--- src/rtl/psk_detect_pkg.sv ---
// Shared definitions for the PSK symbol detector.
//   SAMPLES_PER_SYM : samples per carrier period / symbol
//   ACC_W_DEFAULT   : default signed accumulator and output width
//   SIN_LUT/COS_LUT : 16-point correlation tables, amplitude 64
//   sector_e        : eight phase sectors, PH_0 on +I, counter-clockwise
//   state_e         : symbol FSM states
package psk_detect_pkg;

    localparam int SAMPLES_PER_SYM = 16;
    localparam int ACC_W_DEFAULT   = 20;

    localparam logic signed [7:0] SIN_LUT [SAMPLES_PER_SYM] = '{
        8'sd0,   8'sd24,  8'sd45,  8'sd59,  8'sd64,  8'sd59,  8'sd45,  8'sd24,
        8'sd0,  -8'sd24, -8'sd45, -8'sd59, -8'sd64, -8'sd59, -8'sd45, -8'sd24
    };

    // Quarter-period rotation of SIN_LUT.
    localparam logic signed [7:0] COS_LUT [SAMPLES_PER_SYM] = '{
        8'sd64,  8'sd59,  8'sd45,  8'sd24,  8'sd0,  -8'sd24, -8'sd45, -8'sd59,
       -8'sd64, -8'sd59, -8'sd45, -8'sd24,  8'sd0,   8'sd24,  8'sd45,  8'sd59
    };

    typedef enum logic [2:0] {
        PH_0, PH_1, PH_2, PH_3, PH_4, PH_5, PH_6, PH_7
    } sector_e;

    typedef enum logic [1:0] {
        IDLE, ACCUM, DONE
    } state_e;

endpackage

--- src/rtl/psk_sector_slicer.sv ---
// Combinational phase slicer for one correlated symbol.
//   i, q    : signed in-phase / quadrature correlation sums
//   phase   : nearest of eight k*pi/4 sectors (PH_0 = +I axis, CCW)
//   erasure : |I|+|Q| below MIN_MAG
module psk_sector_slicer
    import psk_detect_pkg::*;
#(
    parameter int ACC_W   = ACC_W_DEFAULT,
    parameter int MIN_MAG = 4096
) (
    input  logic signed [ACC_W-1:0] i,
    input  logic signed [ACC_W-1:0] q,
    output sector_e                 phase,
    output logic                    erasure
);

    // One extra bit so the most negative input still has a representable magnitude.
    function automatic logic [ACC_W:0] abs_mag(input logic signed [ACC_W-1:0] v);
        logic signed [ACC_W:0] w;
        w = (ACC_W+1)'(v);
        return w[ACC_W] ? $unsigned(-w) : $unsigned(w);
    endfunction

    logic [ACC_W:0]   mag_i, mag_q, major, minor;
    logic [ACC_W+3:0] minor5, major2;
    logic [ACC_W+1:0] mag_sum;
    logic             i_major, on_axis;

    always_comb begin
        mag_i   = abs_mag(i);
        mag_q   = abs_mag(q);
        i_major = (mag_i >= mag_q);
        major   = i_major ? mag_i : mag_q;
        minor   = i_major ? mag_q : mag_i;
        // minor/major < 2/5 approximates tan(22.5 deg); equality falls to the diagonal.
        minor5  = ((ACC_W+4)'(minor) << 2) + (ACC_W+4)'(minor);
        major2  = (ACC_W+4)'(major) << 1;
        on_axis = (minor5 < major2);
        mag_sum = (ACC_W+2)'(mag_i) + (ACC_W+2)'(mag_q);
        erasure = (mag_sum < (ACC_W+2)'(MIN_MAG));

        phase = PH_0;
        if (on_axis) begin
            if (i_major) phase = i[ACC_W-1] ? PH_4 : PH_0;
            else         phase = q[ACC_W-1] ? PH_6 : PH_2;
        end else begin
            case ({i[ACC_W-1], q[ACC_W-1]})
                2'b00:   phase = PH_1;
                2'b10:   phase = PH_3;
                2'b11:   phase = PH_5;
                default: phase = PH_7;
            endcase
        end
    end

endmodule

--- src/rtl/psk_symbol_detector.sv ---
// 8-PSK symbol detector: correlates 16-sample symbols (8-bit unsigned,
// DC-centred) against sine/cosine tables and slices the result to a sector.
//   clk, rst_n         : rising-edge clock, async active-low reset
//   in_valid/in_sof    : sample qualifier / first sample of a symbol
//   in_sample          : unsigned sample
//   out_ready          : sink accepts the held result
//   out_valid          : result held until out_ready at an edge
//   out_phase          : sector 0..7
//   out_i, out_q       : signed correlation sums
//   out_erasure        : low-energy symbol
//   err_sof            : one-cycle pulse on a sof inside a symbol
//   overrun            : sticky, a result completed while the old one was held
// Build option PSK_DC_TRACK_EN: DC level follows the mean of the previous
// completed symbol instead of the fixed OFFSET.
module psk_symbol_detector
    import psk_detect_pkg::*;
#(
    parameter int OFFSET  = 100,
    parameter int ACC_W   = ACC_W_DEFAULT,
    parameter int MIN_MAG = 4096
) (
    input  logic                    clk,
    input  logic                    rst_n,
    input  logic                    in_valid,
    input  logic                    in_sof,
    input  logic [7:0]              in_sample,
    input  logic                    out_ready,
    output logic                    out_valid,
    output logic [2:0]              out_phase,
    output logic signed [ACC_W-1:0] out_i,
    output logic signed [ACC_W-1:0] out_q,
    output logic                    out_erasure,
    output logic                    err_sof,
    output logic                    overrun
);

    state_e                  state, state_nxt;
    logic [3:0]              idx;
    logic signed [ACC_W-1:0] acc_i, acc_q;
    logic                    start_sym, step_sym, in_accum, in_done;
    logic [7:0]              dc_level;

    always_ff @(posedge clk or negedge rst_n) begin
        if (!rst_n) state <= IDLE;
        else        state <= state_nxt;
    end

    always_comb begin
        state_nxt = state;
        case (state)
            IDLE:    if (start_sym) state_nxt = ACCUM;
            ACCUM:   if (step_sym && idx == 4'd15) state_nxt = DONE;
            DONE:    state_nxt = start_sym ? ACCUM : IDLE;
            default: state_nxt = IDLE;
        endcase
    end

    // A sof sample always (re)starts a symbol, whatever the state.
    always_comb begin
        in_accum  = (state == ACCUM);
        in_done   = (state == DONE);
        start_sym = in_valid && in_sof;
        step_sym  = in_valid && !in_sof && in_accum;
    end

`ifdef PSK_DC_TRACK_EN
    logic [11:0] sample_sum;
    logic [7:0]  dc_est;

    // While in DONE the new estimate is not registered yet; bypass it so a
    // back-to-back sof sample already sees the fresh mean.
    assign dc_level = in_done ? sample_sum[11:4] : dc_est;

    always_ff @(posedge clk or negedge rst_n) begin
        if (!rst_n) begin
            sample_sum <= '0;
            dc_est     <= 8'(OFFSET);
        end else begin
            if (in_done)
                dc_est <= sample_sum[11:4];
            if (start_sym)
                sample_sum <= {4'd0, in_sample};
            else if (step_sym)
                sample_sum <= sample_sum + {4'd0, in_sample};
        end
    end
`else
    assign dc_level = 8'(OFFSET);
`endif

    // ---- p0: centre sample and multiply by table coefficients ----
    logic [3:0]         lut_idx;
    logic signed [8:0]  c_p0;
    logic signed [15:0] prod_i_p0, prod_q_p0;

    always_comb begin
        lut_idx   = start_sym ? 4'd0 : idx;
        c_p0      = $signed({1'b0, in_sample} - {1'b0, dc_level});
        prod_i_p0 = 16'(c_p0) * 16'(SIN_LUT[lut_idx]);
        prod_q_p0 = 16'(c_p0) * 16'(COS_LUT[lut_idx]);
    end

    always_ff @(posedge clk or negedge rst_n) begin
        if (!rst_n) begin
            idx   <= '0;
            acc_i <= '0;
            acc_q <= '0;
        end else if (start_sym) begin
            idx   <= 4'd1;
            acc_i <= ACC_W'(prod_i_p0);
            acc_q <= ACC_W'(prod_q_p0);
        end else if (step_sym) begin
            idx   <= idx + 4'd1;
            acc_i <= acc_i + ACC_W'(prod_i_p0);
            acc_q <= acc_q + ACC_W'(prod_q_p0);
        end
    end

    // ---- p1: slice final sums during DONE ----
    sector_e                 slice_phase, res_phase_p1;
    logic                    slice_erasure, res_erasure_p1, vld_p1;
    logic signed [ACC_W-1:0] res_i_p1, res_q_p1;

    psk_sector_slicer #(
        .ACC_W   (ACC_W),
        .MIN_MAG (MIN_MAG)
    ) u_slicer (
        .i       (acc_i),
        .q       (acc_q),
        .phase   (slice_phase),
        .erasure (slice_erasure)
    );

    always_ff @(posedge clk or negedge rst_n) begin
        if (!rst_n) begin
            vld_p1         <= 1'b0;
            res_i_p1       <= '0;
            res_q_p1       <= '0;
            res_phase_p1   <= PH_0;
            res_erasure_p1 <= 1'b0;
        end else begin
            vld_p1 <= in_done;
            if (in_done) begin
                res_i_p1       <= acc_i;
                res_q_p1       <= acc_q;
                res_phase_p1   <= slice_phase;
                res_erasure_p1 <= slice_erasure;
            end
        end
    end

    // ---- p2: output hold register with ready/valid handshake ----
    always_ff @(posedge clk or negedge rst_n) begin
        if (!rst_n) begin
            out_valid   <= 1'b0;
            out_phase   <= '0;
            out_i       <= '0;
            out_q       <= '0;
            out_erasure <= 1'b0;
            overrun     <= 1'b0;
            err_sof     <= 1'b0;
        end else begin
            err_sof <= in_accum && start_sym;
            if (vld_p1) begin
                if (!out_valid || out_ready) begin
                    out_valid   <= 1'b1;
                    out_phase   <= res_phase_p1;
                    out_i       <= res_i_p1;
                    out_q       <= res_q_p1;
                    out_erasure <= res_erasure_p1;
                end else begin
                    overrun <= 1'b1;
                end
            end else if (out_ready) begin
                out_valid <= 1'b0;
            end
        end
    end

endmodule

--- config.mk ---
export PLATFORM = sky130hd
export DESIGN_NAME = psk_symbol_detector
export DESIGN_NICKNAME = d
export VERILOG_FILES = /design/src/rtl/psk_detect_pkg.sv /design/src/rtl/psk_sector_slicer.sv /design/src/rtl/psk_symbol_detector.sv
export SDC_FILE = /design/constraint.sdc
export NUM_CORES = 1
export LEC_CHECK = 0
export BUFFER_PORTS_ARGS = -buffer_cell sky130_fd_sc_hd__buf_2
export CAP_MARGIN = 20
export CELL_PAD_IN_SITES_DETAIL_PLACEMENT = 1
export CELL_PAD_IN_SITES_GLOBAL_PLACEMENT = 1
export CORE_UTILIZATION = 49
export DETAILED_ROUTE_END_ITERATION = 8
export MAX_ROUTING_LAYER = met4
export PLACE_DENSITY_LB_ADDON = 0.1
export SLEW_MARGIN = 20
export SYNTH_ARGS = -nofsm -noshare
export SYNTH_HDL_FRONTEND = slang
export SYNTH_SLANG_ARGS = --single-unit
export TNS_END_PERCENT = 30
--- constraint.sdc ---
create_clock -name clk -period 12.1 [get_ports clk]
set_input_delay 1.21 -clock clk [delete_from_list [all_inputs] [get_ports clk]]
set_output_delay 1.21 -clock clk [all_outputs]
set_load 0.02 [all_outputs]
==> results.toml <==
[logic_synthesis]
synth-edff-count = 0
synth.distinct_cells = 86
avgSynthCellArea_um2 = 8.36
ys_ff_latch = 138
syn_area_mm2 = 0.0167
synth_top_area_cell = "dfrtp_1"
synth_top_area_share_pct = 20.7
yosysSeqAreaShare_pct = 20.7
netlist_top_cells_area = "dfrtp_1 (21%), fa_1 (14%), ha_1 (14%), nand2_1 (6.2%), inv_1 (5.7%)"
synth_ff_type = "dfrtp_1"
async_flop_share_pct = 100
yosysWarnings = 0
syn_inst = 2000

[finish]
finalNonFillerCells = 2490
fin_nets = 2348
n_antenna_cell = 0
n_fill_cell = 4086
utilization_pct = 53.8
final_cell_mix = "nand2_1 (274), inv_1 (252), ha_1 (187)"
layout-drive-gt1-share_pct = 9.55
layout_commonest_cell = "nand2_1"
syn_to_final_growth_pct = 7.93

[clocking]
cts_tree = "built"
numCtsBuffers = 17
post_cts_buffers = 0
htree_levels = 4
cts_hold_buffers = 0
cts-root-buf = "clkbuf_16"
ctsResizeCount = 0
clkTransAtPathRegs_ps = 70
clock_latency_ps = 460
cts.path.max_buffers = 2
cts_sinks = 138

[timing]
period_share_pct = 82.8
tightest_slew_ps = 1060
slew_headroom_pct = 29.4
fin_tns_setup_ps = 0
setup_ws_ps = 2080
fin_skew_ps = 18.2
max_freq_mhz = 99.8
grt_setup_unrepaired = "no"
slew_violations = 0
hold_violations = 0
setup_viol = 0
min_period_ps = 10020

[critical_path]
crit-reg2reg-launch = "acc_q[0]"
r2r_end = "res_phase_p1[1]"
critPathArrivalTime_ps = 10350
rr_worst_depth = 38
path_max_fanout = 49
cp-end-kind = "flip-flop"
slowest_delay_ps = 810
required_ps = 12440
cp_slowest_cell = "a2111oi_0"
worstSetupEndpoint = "res_phase_p1[1]"
regToRegSetupSlack_ps = 2080
path_class = "flip-flop to flip-flop"
crit_start = "acc_q[0]"
crit_path_start_kind = "flip-flop"

[grt]
overflow = 0
grt_pass1_vias = 15100
grt_usage_pct = 29.3
antenna_found_initial = 0
grt_max_degree = 77
grt_pass1_wl_um = 79300

[die]
io_pins = 60
initial_utilization_pct = 49.9
core_mm2 = 0.0335
rows = 67
die_x_um = 187
dieArea_mm2 = 0.0349
fp.dieH_um = 187

[placed_design]
dpl.hpwl_um = 38300
place_ws_ps = 2200
globalplace.congestion = 0.959
dp_cells = 2457
port_buffers = 59

[routing]
viasPerCell = 5.71
drt_wl_total_um = 48200
first_pass_iters = 5
num_vias = 14200
first_iter_violations = 719
wire_per_inst_um = 19.4
antenna_left = 0
drc = 0

[job]
drv_cap = 0

[outcome]
status = "completed"

[worst_hold_path]
hold_path_class = "flip-flop to flip-flop"
cell families (layout without fill, tap and decap cells):
family,Yosys count,after routing,synth area share (%)
AOI/OAI and AO/OA,403,403,15.5
buffers and inverters,321,359,7.35
xor gates and xnor gates,120,120,6.33
and+or+nand+nor,652,652,18.1
muxes,57,57,3.78
DFF,138,138,20.7
adders and majority gates,307,307,28.3
other,2,6,0.0449
state kept, by name, indices dropped and copies added (netlist names), 2 cells and up:
| register | flops |
|---|---|
| acc_i | 20 |
| acc_q | 20 |
| out_i | 20 |
| out_q | 20 |
| res_i_p1 | 20 |
| res_q_p1 | 20 |
| idx | 4 |
| out_phase | 3 |
| res_phase_p1 | 3 |
| state | 2 |
worst max-delay path: cells and delay by family, from the launching register on:
kind | cells | cell delay [ps]
buf+inv | 4 | 1330
compound gates | 15 | 3630
xor+xnor | 2 | 540
flops | 1 | 480
fa+ha+maj | 5 | 1520
simple gates | 12 | 2380
final cells by class:
| type | count | area (um2) | area share (%) |
|---|---|---|---|
| clock buffers | 17 | 425 | 2.36 |
| clock inverters | 15 | 176 | 0.978 |
| inverters | 254 | 953 | 5.28 |
| multi-input cells | 1545 | 12100 | 66.8 |
| flip-flops and latches | 138 | 3450 | 19.1 |
| well taps | 448 | 561 | 3.11 |
| repair buffers | 73 | 417 | 2.31 |
metrics by stage:
stage / area, um2 / hold slack (ps)
finish: 18000 / 475
CTS: 18000 / 478
global placement: 17400 / 456
global route: 18000 / 502
detailed placement: 17400 / 459
floorplan: 16700 / 439
synth_stat cells (5+ instances only):
library cell	n
a211oi_1	13
a21boi_0	10
a21o_1	32
a21oi_1	103
a221o_1	7
a221oi_1	5
a31oi_1	21
a41oi_1	5
and2_1	16
and3_1	14
buf_1	9
buf_2	7
clkbuf_1	49
dfrtp_1	138
fa_1	119
ha_1	187
inv_1	252
mux2_2	49
mux2i_1	8
nand2_1	275
nand2b_1	19
nand3_1	22
nor2_1	183
nor2b_1	22
nor3_1	23
nor3b_1	8
nor4_1	7
o211ai_1	9
o21a_1	12
o21ai_0	103
o21bai_1	15
o221ai_1	6
o31ai_1	17
or2_2	14
or3_1	13
or4_1	5
xnor2_1	78
xor2_1	41
worst min path at each step:
stage,from,to,slack (ps),cells past startpoint
after detailed placement,overrun,overrun,460,1
after global routing,res_i_p1[11],res_i_p1[11],500,2
final,res_i_p1[11],res_i_p1[11],470,2
after floorplan,vld_p1,out_valid,440,2
after CTS,overrun,overrun,480,1
after global placement,res_q_p1[13],res_q_p1[13],460,2
layer usage:
layer	track usage [%]	vias to the layer above	wire, um
li1	-	6752	-
met2	49.7	218	23800
met1	37.4	7191	22100
met4	9.21	0	1180
met3	2.14	67	1090
met5	-	-	0
Power is left out: the tool's default activity adds up to more than one toggle a clock period on the data nets, which glitch-free logic cannot reach.
